File: config.mk
export PLATFORM = sky130hd
export DESIGN_NAME = a1csah_pipe
export DESIGN_NICKNAME = d
export VERILOG_FILES = /design/src/rtl/a1csah_pipe.sv
export SDC_FILE = /design/constraint.sdc
export NUM_CORES = 1
export LEC_CHECK = 0
export CAP_MARGIN = 20
export CORE_UTILIZATION = 52
export CTS_BUF_LIST = sky130_fd_sc_hd__clkbuf_16
export DETAILED_ROUTE_END_ITERATION = 8
export PLACE_DENSITY_LB_ADDON = 0.15
export SLEW_MARGIN = 0
export SYNTH_ARGS = -nofsm -noshare
export SYNTH_HDL_FRONTEND = slang
export SYNTH_SLANG_ARGS = --single-unit
File: constraint.sdc
create_clock -name clk -period 3 [get_ports clk]
set_clock_uncertainty 0.15 [all_clocks]
set_input_delay 0.6 -clock clk [delete_from_list [all_inputs] [get_ports clk]]
set_output_delay 0.6 -clock clk [all_outputs]
set_load 0.005 [all_outputs]
File: src/rtl/a1csah_pipe.sv
// Pipelined add-one carry-select adder/subtractor. Each stage resolves one N/S-bit slice.
// Latency S cycles; one result per cycle when the consumer keeps out_ready high.
// Backpressure: global stall, in_ready = !out_valid | out_ready, and every stage holds when stalled.
module a1csah_pipe #(
    parameter int N = 32,
    parameter int M = 4,
    parameter int S = 2
) (
    input  logic         clk,
    input  logic         rst_n,
    input  logic         in_valid,
    output logic         in_ready,
    input  logic [N-1:0] a,
    input  logic [N-1:0] b,
    input  logic         cin,
    input  logic         sub,
    output logic         out_valid,
    input  logic         out_ready,
    output logic [N-1:0] s,
    output logic         cout,
    output logic         gen,
    output logic         prop,
    output logic         ovf
);

    localparam int W  = N / S;   // bits per stage slice
    localparam int NB = W / M;   // carry-select blocks per slice

    logic         adv;
    logic [N-1:0] bx;
    logic         c0;

    // Subtraction is a + ~b + 1; the effective operand travels down the pipe.
    always_comb begin
        bx = sub ? ~b : b;
        c0 = sub ? 1'b1 : cin;
    end

    assign adv      = !out_valid || out_ready;
    assign in_ready = adv;

    for (genvar k = 0; k < S; k++) begin : g_stg
        localparam int LO = k * W;   // lowest global bit of this slice
        localparam int BW = N - LO;  // effective-B bits still undelivered at entry

        logic          v_in;
        logic          c_in;
        logic          g_in;
        logic          p_in;
        logic [N-1:0]  w_in;   // low bits: finished sums, upper bits: operand A
        logic [BW-1:0] b_in;   // bit 0 is global bit LO

        if (k == 0) begin : g_src
            // Neutral group seed: gen=0, prop=1 leaves the first slice's terms unchanged.
            assign v_in = in_valid;
            assign c_in = c0;
            assign g_in = 1'b0;
            assign p_in = 1'b1;
            assign w_in = a;
            assign b_in = bx;
        end else begin : g_src
            assign v_in = g_stg[k-1].v_q;
            assign c_in = g_stg[k-1].c_q;
            assign g_in = g_stg[k-1].g_q;
            assign p_in = g_stg[k-1].p_q;
            assign w_in = g_stg[k-1].w_q;
            assign b_in = g_stg[k-1].g_bx.bx_q;
        end

        logic [W-1:0] sl_sum;
        logic         sl_c;
        logic         sl_g;
        logic         sl_p;
        logic [M:0]   blk_sum0;
        logic [M-1:0] blk_sum1;
        logic [M-1:0] blk_a;
        logic [M-1:0] blk_b;
        logic         blk_g;
        logic         blk_p;
        logic [N-1:0] w_d;

        // Slice adder: each block precomputes a+b and a+b+1, the rippling block carry picks one.
        always_comb begin
            sl_sum   = '0;
            sl_c     = c_in;
            sl_g     = 1'b0;
            sl_p     = 1'b1;
            blk_sum0 = '0;
            blk_sum1 = '0;
            blk_a    = '0;
            blk_b    = '0;
            blk_g    = 1'b0;
            blk_p    = 1'b0;
            for (int j = 0; j < NB; j++) begin
                blk_a    = w_in[LO + j*M +: M];
                blk_b    = b_in[j*M +: M];
                blk_sum0 = {1'b0, blk_a} + {1'b0, blk_b};
                blk_g    = blk_sum0[M];
                blk_p    = &(blk_a ^ blk_b);
                blk_sum1 = blk_sum0[M-1:0] + M'(1);
                sl_sum[j*M +: M] = sl_c ? blk_sum1 : blk_sum0[M-1:0];
                sl_c     = blk_g | (blk_p & sl_c);
                sl_g     = blk_g | (blk_p & sl_g);
                sl_p     = blk_p & sl_p;
            end
        end

        // Splice the new slice into the word; lower slices ride along as the skew delay.
        always_comb begin
            w_d           = w_in;
            w_d[LO +: W]  = sl_sum;
        end

        logic         v_q;
        logic         c_q;
        logic         g_q;
        logic         p_q;
        logic [N-1:0] w_q;

        // Stage register: valid moves on every advance, data only when a real operand arrives.
        always_ff @(posedge clk or negedge rst_n) begin
            if (!rst_n) begin
                v_q <= 1'b0;
                c_q <= 1'b0;
                g_q <= 1'b0;
                p_q <= 1'b0;
                w_q <= '0;
            end else if (adv) begin
                v_q <= v_in;
                if (v_in) begin
                    c_q <= sl_c;
                    g_q <= sl_g | (sl_p & g_in);
                    p_q <= sl_p & p_in;
                    w_q <= w_d;
                end
            end
        end

        if (k < S - 1) begin : g_bx
            logic [BW-W-1:0] bx_q;

            // Effective B for the slices not yet summed.
            always_ff @(posedge clk or negedge rst_n) begin
                if (!rst_n) begin
                    bx_q <= '0;
                end else if (adv && v_in) begin
                    bx_q <= b_in[BW-1:W];
                end
            end
        end else begin : g_ovf
            logic ovf_q;

            // Carry into the MSB is a^b^sum there; overflow is that carry against carry out.
            always_ff @(posedge clk or negedge rst_n) begin
                if (!rst_n) begin
                    ovf_q <= 1'b0;
                end else if (adv && v_in) begin
                    ovf_q <= w_in[N-1] ^ b_in[BW-1] ^ sl_sum[W-1] ^ sl_c;
                end
            end
        end
    end

    assign out_valid = g_stg[S-1].v_q;
    assign s         = g_stg[S-1].w_q;
    assign cout      = g_stg[S-1].c_q;
    assign gen       = g_stg[S-1].g_q;
    assign prop      = g_stg[S-1].p_q;
    assign ovf       = g_stg[S-1].g_ovf.ovf_q;

endmodule

Word level (Yosys, flattened, before mapping)
Index checks and enable logic that the tools add are counted.
Storage, ports and cells
  bits in registers: 89
  bits in latches: 0
  memory bits (writable): 0
  memory bits (read-only): 0
  output and inout bits: 38
  word-level logic and storage cells: 101
  memories kept: 0
Cells by class
  add/sub/neg operators: 16
  multipliers: 0
  divide/modulo/power cells: 0
  order comparisons: 0
  equality and inequality tests: 0
  shift-type cells: 0
  muxes and demuxes: 10
  bitwise logic cells: 49
  reductions and logical operators: 14
Operators by type and width (number)
  4-bit by 4-bit adder with 5-bit output: 8
  4-bit by 1-bit adder with 4-bit output, second input constant: 8
  32-bit two-way mux: 1
  4-bit two-way mux: 8
  32-bit NOT: 1
  4-bit AND reduction: 8
  4-bit bitwise XOR: 8
  1-bit bitwise AND: 22
  1-bit OR: 15
  2-bit AND reduction: 2
  1-bit bitwise XOR: 3
  1-bit logical AND: 2
  1-bit logical NOT: 1
  1-bit logical OR: 1
  1-bit two-way mux: 1

Depth between registers and ports, before layout
Gate-level depths: netlist of run 1.
  depth after elaboration: 12
  gate-level depth with buffers: 12
  mapped depth without buffers: 10

Worst setup path before layout of run 1
No wires, ideal clock.
  path type: in2reg
  start: input sub
  end: register g_stg[0].c_q
  setup time: 129 ps
  arrival: 3116 ps
  path slack: -395 ps
  stages on the path: 11
  buffers on the path: 2
  cells stage by stage: buf_6 -> clkbuf_1 -> xor2_1 -> ha_1 -> fa_1 -> a21o_1 -> a221oi_4 -> o21ai_4 -> a21o_4 -> a221oi_2 -> o21ai_1
On the way
  longest elaborated chain between the ends: 11
  elaborated cells between the ends (all ways): 22
  classes of those cells: add/sub: 4; mux: 2; bitwise: 12; reduce/logical: 4
RTL lines
  start: declaration: RTL line 16  | input logic sub,
  branches (longest 10 deep; another with 4-bit by 4-bit adder with 5-bit output)
  1-bit OR (*): RTL line 102  | sl_c = blk_g | (blk_p & sl_c);
  end signal: assignment: RTL line 131  | c_q <= sl_c;
  end: declaration: RTL line 115  | logic c_q;
Every way passes the cells marked *.
A chain may end at the register's enable or synchronous reset.

Worst setup path in the final report of run 1
  start: input a[0]
  end: register g_stg[0].c_q
On the way
  longest elaborated chain between the ends: 10
  elaborated cells between the ends (all ways): 11
  classes of those cells: add/sub: 1; bitwise: 9; reduce/logical: 1
RTL lines
  start: declaration: RTL line 13  | input logic [N-1:0] a,
  branches (longest 3 deep; another with 4-bit by 4-bit adder with 5-bit output)
  1-bit OR (*): RTL line 102
  1-bit bitwise AND (*): RTL line 102
  1-bit OR (*): RTL line 102
  1-bit bitwise AND (*): RTL line 102
  1-bit OR (*): RTL line 102
  1-bit bitwise AND (*): RTL line 102
  1-bit OR (*): RTL line 102
Marks and branches as above.

==> results.cfg, run 1 <==
[run_status]
status = finished, final reports clean

[global_routing]
busiest_layer = met2
grtUsageMet1_pct = 25.59
grt_pass1_wl_um = 17640
antenna_found_initial = 1
grt_max_degree = 55
grt_util_all_layers_pct = 22.08
met2_usage_pct = 39.80
overflow = 0
grt_pass1_vias = 3831
grt_util_met3_pct = 3.420

[pwr]
powerDensity_mw_per_mm2 = 740.1
p_leak_nw = 3.082
vdd_drop_max_mv = 0.3343
totalPowerFinal_w = 0.005086

[yosys]
synthCells = 500
synthXorXnorAreaFrac_pct = 12.23
post-synth-top-count-cell = dfrtp_1
yosys-mux-area-fraction_pct = 8.088
synth_area_mm2 = 0.005229
synth_common_cells = dfrtp_1, nand2_1, o21ai_0
yosys_warnings = 0
synth.area.top_cells = dfrtp_1, ha_1, mux2_2
synth_compound_area_share_pct = 11.77
synth_fa_ha_area_share_pct = 12.63
synth_seq_cells = 89
synth_nets = 618
synth_top_cell_by_area = dfrtp_1
avgSynthCellArea_um2 = 10.46
synth_top_area_share_pct = 42.59
synth_edf_count = 0
yosysSeqAreaShare_pct = 42.59
synth_top_family_by_area = adder cells
async_flop_share_pct = 100.0
synth-simple-area-share_pct = 9.811
synth_cell_types = 35
ys.flop_type = dfrtp_1

[timing]
fmax_ghz = 0.3503
rsz0062_at_grt = no
relSlewSlack_pct = 56.11
post-route-min-period_ns = 2.855
slew_viol_final = 0
worst_pin_slew_ns = 0.6584
setup_violations = 0
period_share_pct = 95.17
setup_tns_ns = 0
hold_violations = 0

[finish]
syn_to_final_growth_pct = 31.42
num-nets-final = 734
finish.utilization_pct = 70.30
drive_above_1_share_pct = 12.74
fillers = 779
instances_no_fill = 754
multi_input_comb_area_mm2 = 0.002868
design_area_mm2 = 0.006872
ff_latch_area_mm2 = 0.002227

[worst_setup_path]
cp-end-kind = register
ff2ff_path_depth = 10
start_kind = input pin
cp_max_fo = 5
regToRegEndpoint = s[27]
path_class = in -> reg
cp.required_ns = 3.07
cp.arrival_ns = 2.93
r2r_start = g_stg[0].g_bx.bx_q[0]
rrSetupSlack_ns = 0.29

[clock_network]
cts_sinks = 89
path_clk_slew_ns = 0.06
cts_tree = yes
worstSkewPairLatency_ns = 0.34
ctsLongestPathBuffers = 2
cts_buffers = 9
root_buffer = clkbuf_16
cts_max_level = 3

[floorplan]
die_w_um = 102.3
dieArea_mm2 = 0.01046
core_area_mm2 = 0.009774
placementRows = 36
start_util_pct = 53.49
die_h_um = 102.3
io_pins = 108

[routing]
finalWirelength_um = 10870
first_pass_iters = 5
routedWlPerCell_um = 14.41
drc_errors = 0
routed_via_density = 5.175
drtIter0Drc = 127
detail-route-antenna-nets = 0
dr_total_vias = 3902

[placement]
postPlaceCellArea_mm2 = 0.006555
gp_congestion = 0.8246
io_buffers = 107
place_inst = 737
hpwl_um = 8387

[min_path]
hp-class = in -> async

[run]
cap_violations = 0
[cell families after synthesis]
family,after synthesis
and+or+nand+nor,112
AOI/OAI and AO/OA,102
DFF,89
xor gates and xnor gates,73
adders and majority gates,48
buffers and inverters,38
muxes,38
[state kept, by name, indices dropped and copies added, names as in the netlist]
name	count
cout	1
g_stg.c_q	1
g_stg.g_bx.bx_q	16
g_stg.g_q	1
g_stg.p_q	1
g_stg.v_q	1
g_stg.w_q	32
gen	1
out_valid	1
ovf	1
prop	1
s	32
[report_power, final]
part / total [W] / switching, W / internal (W)
clock: 0.00116 / 0.000448 / 0.000714
combinational: 0.00211 / 0.000926 / 0.00119
sequential: 0.00181 / 0.000217 / 0.00159
[cell type report]
| class | instances | area share [%] |
|---|---|---|
| Multi-Input combinational cell | 373 | 41.73 |
| Clock buffer | 9 | 3.277 |
| Inverter | 18 | 0.9832 |
| Antenna cell | 1 | 0.03642 |
| Sequential cell | 89 | 32.41 |
| Timing Repair Buffer | 125 | 18.03 |
| Tap cell | 133 | 2.422 |
| Clock inverter | 6 | 1.111 |
[worst max path at each step]
stage                          start  slack [ns]               end  depth (start not counted)
detailed placement              b[0]       -0.23  g_stg[0].w_q[14]                         11
global route        g_stg[0].w_q[16]        0.04             s[27]                         10
finish                          a[0]        0.14      g_stg[0].c_q                          9
global placement                b[0]       -0.16      g_stg[0].c_q                         10
CTS                             b[0]        0.13  g_stg[0].w_q[14]                         11
floorplan                        sub       -0.04      g_stg[0].c_q                         11
[critical path: stages]
cell,delay [ns]
clkdlybuf4s50_1,0.40
ha_2,0.20
fa_2,0.40
a21o_1,0.24
a221oi_4,0.38
o21ai_4,0.08
a21o_4,0.25
a221oi_2,0.27
o21ai_1,0.09
[metrics by stage]
step | hold slack [ns] | worst slack [ns]
2_1_floorplan | 0.1544 | -0.04054
3_3_place_gp | 0.3085 | -0.1640
3_5_place_dp | 0.3198 | -0.2283
4_1_cts | 0.1611 | 0.1257
5_1_grt | 0.2052 | 0.04280
6_report | 0.1355 | 0.1449
[timing repair]
action | 4_1_cts | 5_1_grt
gates resized for setup | 0 | 3
buffers inserted | 0 | 1
hold buffers | 0 | 0
setup endpoints to repair | 0 | 1
[per-layer routing]
layer	vias to the layer above	wire, um
li1	1944	-
met1	1850	4527
met2	91	5695
met3	17	395
met4	0	246
met5	-	0
[cells in the final DEF (no fill, tap or decap), types with 4 or more instances in the layout]
cell | Yosys | layout
mux2_2 | 34 | 34
clkdlybuf4s50_1 | 0 | 104
nand2b_1 | 5 | 5
xnor2_1 | 35 | 35
o21ai_0 | 55 | 54
a21oi_1 | 21 | 20
fa_1 | 8 | 7
nand4_1 | 10 | 10
inv_1 | 18 | 20
nand2_1 | 62 | 59
ha_1 | 40 | 39
nor2_1 | 17 | 17
mux2i_1 | 4 | 4
dfrtp_1 | 89 | 89
xor2_1 | 38 | 38
a21o_1 | 15 | 15
buf_4 | 0 | 16
clkbuf_16 | 0 | 9
No activity file was read; power rests on OpenSTA's default activity.
==> inputs of run 2 (changes only) <==
--- a/config.mk
+++ b/config.mk
@@ -5,8 +5,8 @@
 export SDC_FILE = /design/constraint.sdc
 export NUM_CORES = 1
 export LEC_CHECK = 0
-export CAP_MARGIN = 20
-export CORE_UTILIZATION = 52
+export CAP_MARGIN = 15
+export CORE_UTILIZATION = 55
 export CTS_BUF_LIST = sky130_fd_sc_hd__clkbuf_16
 export DETAILED_ROUTE_END_ITERATION = 8
 export PLACE_DENSITY_LB_ADDON = 0.15
==> constraint.sdc (replaced) <==
create_clock -name clk -period 3.6 [get_ports clk]
set_clock_uncertainty 0.15 [all_clocks]
set_input_delay 0.72 -clock clk [delete_from_list [all_inputs] [get_ports clk]]
set_output_delay 0.72 -clock clk [all_outputs]
set_load 0.005 [all_outputs]
==> run 2 against run 1 <==
Effect of this change:
- routed wire length shrank 0.21%
- global-route usage up 1.9 points
- flip-flop and latch count stayed put
- via count down 0.33%
- sequential share of layout area grew 0.53 points
- critical path depth grew 1
- die area is 5.3% lower
- clock power shrank 15%
- largest cell class unchanged
==> results.cfg, run 2 (synthesis results as in run 1) <==
[min_path]
hp-class = in -> async

[run_status]
status = finished, final reports clean

[floorplan]
core_area_mm2 = 0.009240
placementRows = 35
io_pins = 108
start_util_pct = 56.59
dieArea_mm2 = 0.009901
die_w_um = 99.51
die_h_um = 99.51

[global_routing]
antenna_found_initial = 0
grt_max_degree = 54
grt_pass1_vias = 4045
grt_util_all_layers_pct = 23.94
overflow = 0
grt_pass1_wl_um = 18550

[worst_setup_path]
rrSetupSlack_ns = 0.87
ff2ff_path_depth = 10
path_class = in -> reg
cp.required_ns = 3.66
r2r_start = g_stg[0].g_bx.bx_q[0]
regToRegEndpoint = s[27]
cp.arrival_ns = 3.24
cp-end-kind = register
critPathLaunch = b[0]
start_kind = input pin
cp_max_fo = 5

[pwr]
p_int_w = 0.002894
pwr-share-seq_pct = 35.6
vdd_drop_max_mv = 0.3095
clkPwrFrac_pct = 23.2
p_sw_w = 0.001331
comb_power_share_pct = 41.2
switching_share_pct = 31.51
powerDensity_mw_per_mm2 = 625.0
p_leak_nw = 3.018

[clock_network]
ctsResizeCount = 0
cts_sinks = 89
cts_max_level = 3
path_clk_slew_ns = 0.07
cts_tree = yes
cts_hold_buf = 0
cts_setup_buffers = 0
worstSkewPairLatency_ns = 0.34
ctsLongestPathBuffers = 2
cts_buffers = 9
root_buffer = clkbuf_16

[placement]
pre_cts_ws_ns = 0.09239
hpwl_um = 8241
gp_congestion = 0.8226
io_buffers = 107

[routing]
first_pass_iters = 4
dr_total_vias = 3889
finalWirelength_um = 10840
detail-route-antenna-nets = 0
drtIter0Drc = 109
routed_via_density = 5.255
drc_errors = 0
routedWlPerCell_um = 14.65

[finish]
drive_above_1_share_pct = 10.80
fillers = 694
finish.utilization_pct = 73.18
final_common_cell = clkdlybuf4s50_1
num-nets-final = 724
diodes = 0
syn_to_final_growth_pct = 29.31
layout_common_cells = clkdlybuf4s50_1, dfrtp_1, nand2_1, o21ai_0, ha_1

[timing]
worst_slack_ns = 0.4124
rsz0062_at_grt = no
slew_viol_final = 0
hold_violations = 0
setup_violations = 0
post-route-min-period_ns = 3.188
relSlewSlack_pct = 48.67
period_share_pct = 88.54
worst_pin_slew_ns = 0.7672
fmax_ghz = 0.3137
setup_tns_ns = 0

[run]
cap_violations = 0
==> run 2: changes by cell type in the layout (fill, tap and decap cells not counted), sizes merged <==
| cell | before | now |
|---|---|---|
| buf | 20 | 10 |
| clkdlybuf4s50 | 104 | 105 |
| clkinvlp | 0 | 1 |
| diode | 1 | 0 |
| dlymetal6s2s | 1 | 0 |
==> run 2: area by class of cell <==
type	count	area, um^2	area share [%]
multi-input combinational	373	2856	42.25
sequential	89	2227	32.94
timing repair buffer	115	1136	16.80
clock buffer	9	225.2	3.331
tap	129	161.4	2.387
clock inverter	7	87.58	1.295
inverter	18	67.56	0.9993
==> run 2: power by group through the flow <==
stage / Sequential [W] / Clock (W) / Combinational (W)
after floorplan: 0.00151 / 0 / 0.00101
after global placement: 0.00150 / 0 / 0.00167
after detailed placement: 0.00152 / 0 / 0.00174
after CTS: 0.00151 / 0.000999 / 0.00176
after global routing: 0.00155 / 0.00104 / 0.00194
final: 0.00150 / 0.000981 / 0.00174
==> run 2: worst max-delay path by stage <==
stage / to / slack (ns)
after global routing: g_stg[0].w_q[15] / 0.30
after global placement: g_stg[0].c_q / 0.15
after detailed placement: g_stg[0].c_q / 0.09
final: g_stg[0].c_q / 0.41
after CTS: g_stg[0].w_q[15] / 0.43
after floorplan: g_stg[0].c_q / 0.08
==> run 2: worst max-delay path: stages <==
cell             delay [ns]
clkdlybuf4s50_1        0.41
xor2_1                 0.15
ha_1                   0.22
fa_1                   0.41
a21o_1                 0.24
a221oi_4               0.37
o21ai_4                0.12
a21o_4                 0.27
a221oi_2               0.25
o21ai_1                0.08
==> run 2: routing by layer <==
metal	global-route usage [%]	vias up	part of all wire, %
li1	-	1923	-
met1	28.31	1851	42
met2	42.36	97	51
met3	5.481	18	4.5
met4	9.163	0	2.3
met5	0	-	0
==> run 2: per-stage QoR <==
step / std cells / cell area (um^2) / hold slack [ns] / total power (W)
final: 740 / 6761 / 0.2000 / 0.004226
after detailed placement: 724 / 6449 / 0.3200 / 0.003261
after global routing: 740 / 6761 / 0.2403 / 0.004535
after floorplan: 500 / 5229 / 0.2744 / 0.002517
after CTS: 740 / 6761 / 0.2237 / 0.004266
after global placement: 724 / 6449 / 0.3094 / 0.003177
==> RTL change 1, RTL diff (settings of run 1) <==
The parameter `S` goes from 2 to 4.
--- a/src/rtl/a1csah_pipe.sv
+++ b/src/rtl/a1csah_pipe.sv
@@ -6,3 +6,3 @@
     parameter int M = 4,
-    parameter int S = 2
+    parameter int S = 4
 ) (
Check against the original RTL: not equivalent (a bounded check fails within 4 cycles, from zero or initial values and one cycle with rst_n low).
==> RTL change 1 against run 1 <==
Core utilization is 4.7 points lower; synthesized cell count rose by 46%; largest cell class is now flip-flops and latches; total power rose by 130%; area after synthesis up 73%; critical endpoint is now in_ready; non-clock buffer count down 2; worst setup slack improved by 0.16 ns; die area up 71%; sequential cell count increased by 104; final area is 60% higher; maximum frequency is 6.0% higher; routed wire length grew 50%.
==> RTL change 1: results (changes against run 1) <==
Worst Setup SP = out_ready
Top cells by count, synth = dfrtp_1 (193), mux2_2 (120), nand2_1 (76), o21ai_0 (71), xnor2_1 (46)
Met2 Use GR = 35.2% (-4.6 points)
GPL Wtd Cong = 0.809 (-1.8%)
Share of layout cells above drive strength 1 = 20.6% (+7.8 points)
Nets = 956 (+30%)
Htree depth = 4 (+1)
Largest net degree at the start of global routing = 78 (+42%)
Mapped Nets = 848 (+37%)
Post-synthesis compound-gate area fraction = 7.98% (-3.8 points)
TNS Setup = 0 ns (unchanged)
Register area share after synthesis = 53.5% (+11 points)
Maximum VDD drop = 553 µV (+65%)
1st-iter DRT viols = 280 (+120%)
Reg clk slew, reported paths = 0.06 ns (about the same)
Hold Path Class = reg2reg
Hold Violations, Final = 0 (unchanged)
Worst-Skew Late Latency = 0.42 ns (+0.08 ns)
Clock Path Buffers = 2 (unchanged)
Worst EP arrival = 1.94 ns (-0.99 ns)
Routed WL per cell = 15.3 µm (+5.9%)
Yosys warns = 0 (unchanged)
Initial antenna violation count = 1 (unchanged)
Total via count in the routed design = 5618 (+44%)
Synth async-reset ratio = 100% (unchanged)
Adder and majority gate portion of the synthesized area = 7.31% (-5.3 points)
Cts repair resizes = 0 (unchanged)
I/O Buffers = 107 (unchanged)
Max reg flops = 96
Min-delay src = g_stg[1].w_q[11]
XOR/XNOR share of the synthesized area = 6.79% (-5.4 points)
Top_reg_cell synth = dfrtp_1
Postcts setup bufs = 0 (unchanged)
Reg2reg start = g_stg[2].w_q[24]
Vias in the first global route = 5993 (+56%)
Largest cells by area after synthesis = dfrtp_1 (53%), mux2_2 (15%), ha_1 (5.5%)
Fillcell total = 1266 (+63%)
Met3 usage = 4.38% (+0.96 points)
CTS root buf = clkbuf_16
First-pass GRT wire length = 28800 µm (+63%)
Distinct cells, synth = 45 (+29%)
Multiplexer share of the synthesized area = 15.7% (+7.6 points)
Post-DP Area = 10400 µm² (+59%)
Cts bufs inserted = 17 (+8)
Drt first pass iters = 4 (-1)
Met1 Use GR = 25.6% (+0.034 points)
Leakage = 4.92 nW (+60%)
Largest register by flop count = g_stg.w_q
Worst-Margin Slew = 0.518 ns (-0.140 ns)
Worst-path maximum fanout = 6 (+1)
# DRC = 0 (unchanged)
Total track usage = 20.4% (-1.7 points)
HPWL after DPL = 12000 µm (+43%)
Antenna diodes = 0 (-1)
Run status = complete, no violations
-- RTL change 1: worst paths after layout --
check	end	slack, ns	depth (start not counted)
worst max-delay path	in_ready	0.31	3
worst min-delay path	g_stg[1].w_q[11]	0.32	2
worst max register to register	ovf	0.52	7
worst min register to register	g_stg[1].w_q[11]	0.32	2
max in group asynchronous	g_stg[2].w_q[27]	1.43	3
min in group asynchronous	s[21]	0.53	2
-- RTL change 1: repair_timing --
action                                  4_1_cts  5_1_grt
endpoints found under the setup margin        0        0
endpoints found under the hold margin        49        0
hold buffers                                  1        0
-- RTL change 1: cell type report --
| cell class | instances | area share (%) |
|---|---|---|
| clock buffers | 17 | 3.87 |
| clock inverters | 14 | 1.35 |
| inverters | 16 | 0.546 |
| multi-input cells | 487 | 36.4 |
| flip-flops and latches | 193 | 43.9 |
| well taps | 220 | 2.50 |
| repair buffers | 123 | 11.4 |
-- RTL change 1: layer usage --
| layer | wire, µm | vias up |
|---|---|---|
| li1 | - | 2751 |
| met1 | 7250 | 2756 |
| met2 | 8400 | 95 |
| met3 | 496 | 14 |
| met4 | 157 | 2 |
| met5 | 13 | - |
-- RTL change 1: stage by stage --
step / cells / hold slack (ns) / util (%) / worst slack [ns] / total power [mW]
final: 1070 / 0.324 / 65.6 / 0.307 / 11.7
after global routing: 1070 / 0.352 / 65.6 / 0.243 / 12.6
after CTS: 1070 / 0.331 / 65.6 / 0.285 / 11.8
after detailed placement: 1038 / 0.317 / 62.1 / 0.0174 / 9.53
after global placement: 1038 / 0.309 / 62.1 / 0.103 / 9.27
after floorplan: 730 / 0.154 / - / 0.195 / 7.94
-- RTL change 1: power by group --
| part | switching, mW | internal [mW] | leakage, nW |
|---|---|---|---|
| Clock | 0.916 | 1.29 | 0.290 |
| Sequential | 0.693 | 3.75 | 2.35 |
| Combinational | 2.26 | 2.74 | 2.28 |
| Total | 3.87 | 7.78 | 4.92 |
-- RTL change 1: kinds of logic (layout without fill, tap and decap cells) --
logic type | count (synthesis) | in the layout
fa+ha+maj | 48 | 48
compound gates | 118 | 118
buf+inv | 50 | 170
mux | 127 | 127
simple gates | 124 | 124
xor+xnor | 70 | 70
flops | 193 | 193
-- RTL change 1: critical path, cell delays in order --
cell             delay [ns]
clkdlybuf4s50_1        0.47
nand2b_1               0.30
clkdlybuf4s50_1        0.56
==> RTL change 2, RTL diff (flow settings as in run 1) <==
Without the edit above. Reset style: synchronous (`rst_n`), changed in 3 clocked blocks.
--- a/src/rtl/a1csah_pipe.sv
+++ b/src/rtl/a1csah_pipe.sv
@@ -120,3 +120,3 @@
         // Stage register: valid moves on every advance, data only when a real operand arrives.
-        always_ff @(posedge clk or negedge rst_n) begin
+        always_ff @(posedge clk) begin
             if (!rst_n) begin
@@ -142,3 +142,3 @@
             // Effective B for the slices not yet summed.
-            always_ff @(posedge clk or negedge rst_n) begin
+            always_ff @(posedge clk) begin
                 if (!rst_n) begin
@@ -153,3 +153,3 @@
             // Carry into the MSB is a^b^sum there; overflow is that carry against carry out.
-            always_ff @(posedge clk or negedge rst_n) begin
+            always_ff @(posedge clk) begin
                 if (!rst_n) begin
Check against the original RTL: differs if rst_n is asserted again (counterexample within 4 cycles, from zero or initial values and one cycle with rst_n low); with rst_n held inactive, the same outputs for 10 cycles.
==> RTL change 2 against run 1 <==
Non-clock buffer count is 8 higher; routed wire length is 17% higher; worst setup slack worse by 0.049 ns; area after synthesis is 1.8% lower; sequential cell count stayed put; final area is 0.82% lower; critical endpoint is now g_stg[0].w_q[13]; largest cell class unchanged.
Power is not compared: it rests on default switching activity, and its combinational part moved more than twofold at a synthesized area within 25%.
==> RTL change 2: results (changes against run 1) <==
Run status = complete, no violations
Cts bufs inserted = 9 (unchanged)
Met3 wire length = 665 µm (+68%)
Non-Filler Instances = 860 (+14%)
Synth async-reset ratio = 0% (-100 points)
Switch Pwr = 0.972 mW
Worst-Skew Late Latency = 0.33 ns
Reg2reg end = s[31]
Reg2reg start = g_stg[0].w_q[16]
Worst Setup SP = b[0]
Share of layout cells above drive strength 1 = 7.11% (-5.6 points)
Drt first pass iters = 4 (-1)
Worst-path maximum fanout = 4 (-1)
Vias in the first global route = 4449 (+16%)
HPWL after DPL = 9700 µm (+16%)
Reg2reg path depth = 9 (-1)
Routed WL per cell = 14.8 µm (+2.8%)
First-pass GRT wire length = 20900 µm (+18%)
Relative slew slack = 54.9% (-1.2 points)
Register area share after synthesis = 34.7% (-7.9 points)
GPL Wtd Cong = 0.889 (+7.7%)
Reg-to-reg setup timing slack = 0.25 ns (-0.04 ns)
1st-iter DRT viols = 235 (+85%)
Largest net degree at the start of global routing = 77 (+40%)
Hold Path Class = reg2reg
Top cells by count, synth = nand2_1 (91), dfxtp_1 (89), a21oi_1 (68), nor2_1 (50), ha_1 (40)
Largest cells by area after synthesis = dfxtp_1 (35%), ha_1 (9.7%), nand2_1 (6.7%)
Mean area per synthesized cell = 8.38 µm² (-20%)
Antenna diodes = 0 (-1)
Placed cells = 844 (+15%)
Setup crit end = g_stg[0].w_q[13]
Metal-1 WL = 5790 µm (+28%)
Total track usage = 26.0% (+3.9 points)
Worst EP arrival = 2.93 ns (about the same)
Mapped Nets = 731 (+18%)
-- RTL change 2: area by class of cell --
| cell class | count | area (µm²) |
|---|---|---|
| Multi-Input combinational cell | 471 | 3170 |
| Fill cell | 733 | 2600 |
| Sequential cell | 89 | 1780 |
| Timing Repair Buffer | 133 | 1310 |
| Clock buffer | 9 | 225 |
| Tap cell | 129 | 161 |
| Clock inverter | 7 | 87.6 |
| Inverter | 22 | 82.6 |
-- RTL change 2: timing repair --
item,in CTS,in global routing
endpoints found under the setup margin,0,3
hold buffers,0,0
resized for setup,0,3
-- RTL change 2: cells by family (layout without fill, tap and decap cells) --
family | after synthesis | in the layout | share of synthesized area, %
and+or+nand+nor | 194 | 194 | 16.6
AOI/OAI and AO/OA | 160 | 160 | 19.6
DFF | 89 | 89 | 34.7
xor gates and xnor gates | 66 | 66 | 11.5
buffers and inverters | 53 | 171 | 4.04
adders and majority gates | 48 | 48 | 12.9
muxes | 3 | 3 | 0.585
-- RTL change 2: metrics by stage --
stage / total power, mW / setup WS [ns]
after floorplan: 1.92 / -0.0190
after global placement: 2.23 / -0.139
after detailed placement: 2.27 / -0.223
after CTS: 3.44 / 0.120
after global routing: 3.61 / -0.0177
final: 3.44 / 0.0959
-- RTL change 2: per-layer routing --
metal  up-vias  track usage [%]
li1       2349                -
met1      2197             34.1
met2       151             43.6
met3        20             3.86
met4         0             8.70
met5         -                0
-- RTL change 2: power groups by stage --
stage | clock [mW] | combinational (mW) | sequential (mW)
after detailed placement | 0 | 0.915 | 1.36
after floorplan | 0 | 0.576 | 1.34
after global placement | 0 | 0.873 | 1.36
after CTS | 1.18 | 0.925 | 1.33
final | 1.17 | 0.938 | 1.33
after global routing | 1.23 | 1.04 | 1.34
-- RTL change 2: how the worst min path moves through the flow --
stage | from | end | slack [ns] | cells after the start
6_report | g_stg[0].w_q[0] | s[0] | 0.30 | 2
5_1_grt | g_stg[0].w_q[2] | s[2] | 0.32 | 2
4_1_cts | g_stg[0].w_q[11] | s[11] | 0.30 | 2
3_5_place_dp | g_stg[0].w_q[11] | s[11] | 0.29 | 2
3_3_place_gp | g_stg[0].w_q[11] | s[11] | 0.29 | 2
2_1_floorplan | g_stg[0].w_q[11] | s[11] | 0.28 | 2
-- RTL change 2: worst max-delay path: stages --
cell             delay, ns
clkdlybuf4s50_1       0.41
xor2_1                0.15
ha_1                  0.22
fa_2                  0.35
a21o_1                0.20
a221oi_4              0.41
nor3_2                0.10
nor2_1                0.18
mux2i_1               0.22
a21oi_1               0.09
